## src/rtl/rom_load_sequencer.sv

```systemverilog
// rom_load_sequencer
//   Bridges the hps_io download port to the core's ROM-load port. It checks
//   that bytes arrive strictly in order from address 0, that the image length
//   is exactly TOTAL_BYTES, forwards accepted bytes one cycle later, and tags
//   each forwarded byte with its one-hot ROM region. It also owns the core
//   reset: the core stays in reset until a verified image is loaded, and for
//   RST_HOLD cycles after a good load or a user reset request.
//
// Ports
//   clk_sys, reset        : system clock, async active-high reset
//   user_reset            : level reset request (OSD / button)
//   ioctl_download        : download active level
//   ioctl_wr              : one-cycle byte strobe
//   ioctl_addr/ioctl_dout : byte address / byte data
//   dn_addr/dn_data/dn_wr : registered write port to the core
//   region_sel            : one-hot region of dn_addr, valid with dn_wr
//   core_reset_n          : registered active-low core reset
//   rom_ok / rom_err      : result of the last download
//   byte_cnt              : bytes accepted in the current/last download
module rom_load_sequencer #(
    parameter logic [15:0] TOTAL_BYTES = 16'h2000,
    parameter int unsigned RST_HOLD    = 16,
    parameter logic [15:0] REG1_BASE   = 16'h0800,
    parameter logic [15:0] REG2_BASE   = 16'h1000,
    parameter logic [15:0] REG3_BASE   = 16'h1800
) (
    input  logic        clk_sys,
    input  logic        reset,
    input  logic        user_reset,
    input  logic        ioctl_download,
    input  logic        ioctl_wr,
    input  logic [24:0] ioctl_addr,
    input  logic [7:0]  ioctl_dout,
    output logic [15:0] dn_addr,
    output logic [7:0]  dn_data,
    output logic        dn_wr,
    output logic [3:0]  region_sel,
    output logic        core_reset_n,
    output logic        rom_ok,
    output logic        rom_err,
    output logic [15:0] byte_cnt
);

    typedef enum logic [1:0] {IDLE, LOAD, HOLD, RUN} state_t;

    localparam logic [15:0] HOLD_LAST = 16'(RST_HOLD - 1);

    state_t      state_q;
    logic        dl_q;
    logic [15:0] dn_addr_q;
    logic [7:0]  dn_data_q;
    logic        dn_wr_q;
    logic [3:0]  region_q;
    logic        core_rst_n_q;
    logic        rom_ok_q;
    logic        rom_err_q;
    logic [15:0] byte_cnt_q;
    logic [15:0] hold_q;

    logic        dl_rise;
    logic        dl_fall;
    logic        addr_in_range;
    logic        wr_ok;
    logic        wr_bad;
    logic [15:0] byte_cnt_d;
    logic        rom_err_d;
    logic [3:0]  region_dec;

    assign dl_rise = ioctl_download & ~dl_q;
    assign dl_fall = ~ioctl_download & dl_q;

    // Any address bit above 15 set means the address is beyond the image.
    assign addr_in_range = (ioctl_addr[24:16] == 9'd0) && (ioctl_addr[15:0] < TOTAL_BYTES);

    // Once an error is latched, later strobes neither write nor re-flag.
    assign wr_ok  = (state_q == LOAD) && ioctl_wr && !rom_err_q && addr_in_range &&
                    (ioctl_addr[15:0] == byte_cnt_q);
    assign wr_bad = (state_q == LOAD) && ioctl_wr && !rom_err_q && !wr_ok;

    // Values after this cycle's write; the end-of-download length check uses
    // these so a write coinciding with the falling edge still counts.
    assign byte_cnt_d = byte_cnt_q + {15'd0, wr_ok};
    assign rom_err_d  = rom_err_q | wr_bad;

    always_comb begin
        region_dec = 4'b1000;
        if (ioctl_addr[15:0] < REG1_BASE)      region_dec = 4'b0001;
        else if (ioctl_addr[15:0] < REG2_BASE) region_dec = 4'b0010;
        else if (ioctl_addr[15:0] < REG3_BASE) region_dec = 4'b0100;
    end

    always_ff @(posedge clk_sys or posedge reset) begin
        if (reset) begin
            state_q      <= IDLE;
            // Treat the download line as already high so a download that is
            // still active when reset releases is not picked up mid-stream.
            dl_q         <= 1'b1;
            dn_addr_q    <= '0;
            dn_data_q    <= '0;
            dn_wr_q      <= 1'b0;
            region_q     <= '0;
            core_rst_n_q <= 1'b0;
            rom_ok_q     <= 1'b0;
            rom_err_q    <= 1'b0;
            byte_cnt_q   <= '0;
            hold_q       <= '0;
        end else begin
            dl_q     <= ioctl_download;
            dn_wr_q  <= 1'b0;
            region_q <= '0;
            if (wr_ok) begin
                dn_wr_q   <= 1'b1;
                dn_addr_q <= ioctl_addr[15:0];
                dn_data_q <= ioctl_dout;
                region_q  <= region_dec;
            end
            if (dl_rise) begin
                state_q      <= LOAD;
                byte_cnt_q   <= '0;
                rom_ok_q     <= 1'b0;
                rom_err_q    <= 1'b0;
                core_rst_n_q <= 1'b0;
            end else begin
                case (state_q)
                    IDLE: core_rst_n_q <= 1'b0;
                    LOAD: begin
                        byte_cnt_q <= byte_cnt_d;
                        rom_err_q  <= rom_err_d;
                        if (dl_fall) begin
                            if (!rom_err_d && (byte_cnt_d == TOTAL_BYTES)) begin
                                rom_ok_q <= 1'b1;
                                hold_q   <= '0;
                                state_q  <= HOLD;
                            end else begin
                                rom_err_q <= 1'b1;
                                state_q   <= IDLE;
                            end
                        end
                    end
                    HOLD: begin
                        core_rst_n_q <= 1'b0;
                        if (user_reset) begin
                            hold_q <= '0;
                        end else if (hold_q == HOLD_LAST) begin
                            core_rst_n_q <= 1'b1;
                            state_q      <= RUN;
                        end else begin
                            hold_q <= hold_q + 16'd1;
                        end
                    end
                    RUN: begin
                        if (user_reset) begin
                            core_rst_n_q <= 1'b0;
                            hold_q       <= '0;
                            state_q      <= HOLD;
                        end
                    end
                    default: state_q <= IDLE;
                endcase
            end
        end
    end

    assign dn_addr      = dn_addr_q;
    assign dn_data      = dn_data_q;
    assign dn_wr        = dn_wr_q;
    assign region_sel   = region_q;
    assign core_reset_n = core_rst_n_q;
    assign rom_ok       = rom_ok_q;
    assign rom_err      = rom_err_q;
    assign byte_cnt     = byte_cnt_q;

endmodule

```

## config.mk

```make
export PLATFORM = sky130hd
export DESIGN_NAME = rom_load_sequencer
export DESIGN_NICKNAME = d
export VERILOG_FILES = /design/src/rtl/rom_load_sequencer.sv
export SDC_FILE = /design/constraint.sdc
export NUM_CORES = 1
export LEC_CHECK = 0
export CORE_MARGIN = 2
export CORE_UTILIZATION = 40
export CTS_BUF_LIST = sky130_fd_sc_hd__clkbuf_4 sky130_fd_sc_hd__clkbuf_8
export DETAILED_ROUTE_END_ITERATION = 12
export PLACE_DENSITY = 0.65
export SETUP_SLACK_MARGIN = 0.5
export SKIP_CTS_REPAIR_TIMING = 1
export SKIP_LAST_GASP = 1
export SLEW_MARGIN = 20
export SYNTH_ARGS = -nofsm -noshare
export SYNTH_HDL_FRONTEND = slang
export SYNTH_SLANG_ARGS = --single-unit
```

## constraint.sdc

```tcl
create_clock -name clk_sys -period 4.1 [get_ports clk_sys]
set_clock_uncertainty 0.05 [all_clocks]
set_input_delay 0.41 -clock clk_sys [delete_from_list [all_inputs] [get_ports clk_sys]]
set_output_delay 0.41 -clock clk_sys [all_outputs]
set_load 0.1 [all_outputs]
```

==> summary.txt <==
STA
  • Slew @ Worst Pin: 1.014 ns
  • Final setup violation count: 0
  • Fmax: 291.1 MHz
  • Period utilization: 0.8378
  • Period minus WS final: 3.435 ns
  • RSZ-0062 raised after global routing: true
  • Max_slew headroom: 0.3219
  • Setup TNS: 0 ns
  • WHS: 0.3568 ns
  • Count of final max-slew check failures: 0
  • Hold Vio Cnt, Final: 0

Die
  • Die Y: 100.7 um
  • # IOs: 86
  • Die area: 10150 um2
  • Core area: 9153 um2
  • Row count: 35
  • Initial core utilization: 0.4090
  • Die W: 100.7 um

Hold path
  • Hold WC Path Type: in2reg

Power
  • Max VDD drop: 0.1200 mV
  • P_leak: 2.115 nW
  • Pwr dens: 271.4 nW/um2
  • Final Power: 1.356 mW

Worst setup path
  • Critical path class: in2reg
  • Worst Path Max Fanout: 8
  • Reg2Reg Depth: 14
  • Worst R2R Start: rom_err
  • R2r setup slk: 0.69 ns
  • Worst flop-to-flop path endpoint: hold_q[8]
  • Critical path origin: ioctl_addr[17]
  • Worst Setup Start Kind: primary input
  • Crit. End Element: register
  • Worst endpoint required time: 4.28 ns
  • Crit path DAT: 3.61 ns
  • CP Capture Point: hold_q[8]

Place
  • Placed Cells: 559
  • RD Place Congestion: 0.8694
  • Number of buffers added on ports: 85
  • Hpwl dp: 6530 um

Detailed routing
  • Residual DRC count: 0
  • Drt pass-1 iters: 4
  • ANT nets after route: 0
  • Via Count: 3172
  • DR vias/cell: 5.478
  • WL final: 9267 um
  • WL/cell: 16.01 um
  • Number of DRC markers in iteration 0: 115

Yosys
  • Post-Syn Area per Cell: 9.724 um2
  • Synth Instances: 385
  • Post-synth EDFFs: 0
  • Ys async rst share: 1.000
  • Register area share after synthesis: 0.4482
  • Synth Cell Area: 3744 um2
  • Synthesized Nets: 428
  • Post-synth top area cell: dfrtp_1
  • Top_reg_cell synth: dfrtp_1
  • Synth Register Bits: 67
  • Synth warnings: 0
  • Count of cell types in the netlist: 56
  • Synth top area share: 0.4412
  • Top area cells in the synthesized netlist: dfrtp_1, mux2_2, xnor2_1

Global route
  • Initial antenna violation count: 0
  • Total Routing Usage GR: 0.1919
  • Global-route wire length before repair: 15290 um
  • Largest net degree at the start of global routing: 44
  • Grt total ovfl: 0
  • Vias in the first global route: 2962

Cells and area
  • Nets: 506
  • FF/Latch Area: 1698 um2
  • Multi-input gate area: 1984 um2
  • Layout filler cell count: 832
  • Non-Filler Instances: 579
  • Ratio of cells with drive above 1 in the final layout: 0.1795
  • P&R area growth vs syn: 33.42%
  • Final Util: 0.5457
  • # diodes: 0

Clock tree
  • Longest Clk Path Bufs: 2
  • TritonCTS clock tree: built
  • CTS HTree Levels: 3
  • Clk sink count: 67
  • Clock slew at reported path FFs: 0.08 ns
  • CTS root buffer: clkbuf_8
  • Clk_lat worst skew: 0.35 ns
  • Number of buffers created by CTS: 9

Job
  • Max-cap violations: 0

Outcome
  • Run status: finished, final reports clean
[critical path, stage by stage]
cell	delay, ns
clkdlybuf4s50_1	0.42
nor4_2	0.32
nand2_2	0.12
nor4_4	0.30
nand4_1	0.25
inv_4	0.12
ha_4	0.18
ha_4	0.18
and3_2	0.24
xnor2_1	0.13
a41o_1	0.19
o211ai_1	0.13
nor4_4	0.35
buf_6	0.19
o21ai_0	0.09
[sequential cells by signal (all words and copies together) (netlist names)]
register,cells
hold_q,16
dn_addr,16
dn_wr,1
region_sel,4
dl_q,1
rom_err,1
state_q,2
dn_data,8
core_reset_n,1
rom_ok,1
byte_cnt,16
[cells by family (layout without fill, tap and decap cells)]
logic type | Yosys count | count (layout) | synth area share
fa+ha+maj | 5 | 5 | 0.01671
compound gates | 86 | 86 | 0.1464
simple gates | 140 | 140 | 0.2102
flops | 67 | 67 | 0.4482
xor+xnor | 28 | 28 | 0.06551
mux | 22 | 22 | 0.06584
buf+inv | 37 | 120 | 0.04713
[metrics by stage]
step                setup slack, ns  cell area (um2)
detailed placement           0.2140             4687
global route                 0.4090             4995
floorplan                    0.3783             3845
global placement             0.3076             4687
finish                       0.6650             4995
CTS                          0.5085             4890
[cells in the final DEF (no fill, tap or decap), drive strengths merged, types with 6 or more instances in the layout]
cell type,Yosys,routed
nor2b,6,6
and2,7,7
nand3,11,11
mux2,21,21
and3,12,12
nor2,17,17
clkbuf,14,10
o21ai,34,34
buf,13,9
xor2,12,12
xnor2,16,16
nand2,36,36
inv,10,10
clkdlybuf4s50,0,83
a21oi,15,15
and4,7,7
nand4,10,10
dfrtp,66,66
nor3,6,6
a22oi,7,7
nor4,12,12
[metal layers]
layer / GRT usage / routed length, um / up-vias
met5: 0 / 0 / -
met1: 0.2615 / 4155 / 1511
li1: - / - / 1553
met3: 0.02843 / 433 / 18
met2: 0.3087 / 4468 / 90
met4: 0.07376 / 210 / 0
[synth_stat cells, types with 7 or more instances]
cell type,count
buf_2,8
o21ai_0,26
inv_1,10
and4_1,7
xor2_1,12
and3_1,12
nand3_1,10
a21oi_1,15
o21ai_1,8
nand4_1,10
nor2_1,17
nor4_1,10
dfrtp_1,66
xnor2_1,16
nand2_1,36
mux2_2,19
clkbuf_1,13
[report_power, final]
| part | internal (mW) | switching (mW) | leakage, nW |
|---|---|---|---|
| combinational | 0.0535 | 0.0678 | 1.13 |
| clock | 0.296 | 0.269 | 0.0905 |
| sequential | 0.664 | 0.00507 | 0.898 |
[worst min path at each step]
stage,from,endpoint,slack [ns],cells past startpoint
6_report,ioctl_addr[12],region_sel[1],0.36,2
5_1_grt,ioctl_addr[12],region_sel[1],0.35,2
4_1_cts,reset,dn_data[4],0.39,2
3_5_place_dp,dn_addr[13],dn_addr[13],0.42,1
3_3_place_gp,dn_addr[15],dn_addr[15],0.42,1
2_1_floorplan,ioctl_download,dl_q,0.36,0
[cell type report]
type                       count  share of cell area
sequential                    67              0.3399
timing repair buffer          94              0.1864
clock inverter                 6             0.01303
multi-input combinational    281              0.3973
inverter                      10            0.008016
clock buffer                  10             0.02756
tap                          111             0.02781
(Power assumes the default switching activity.)
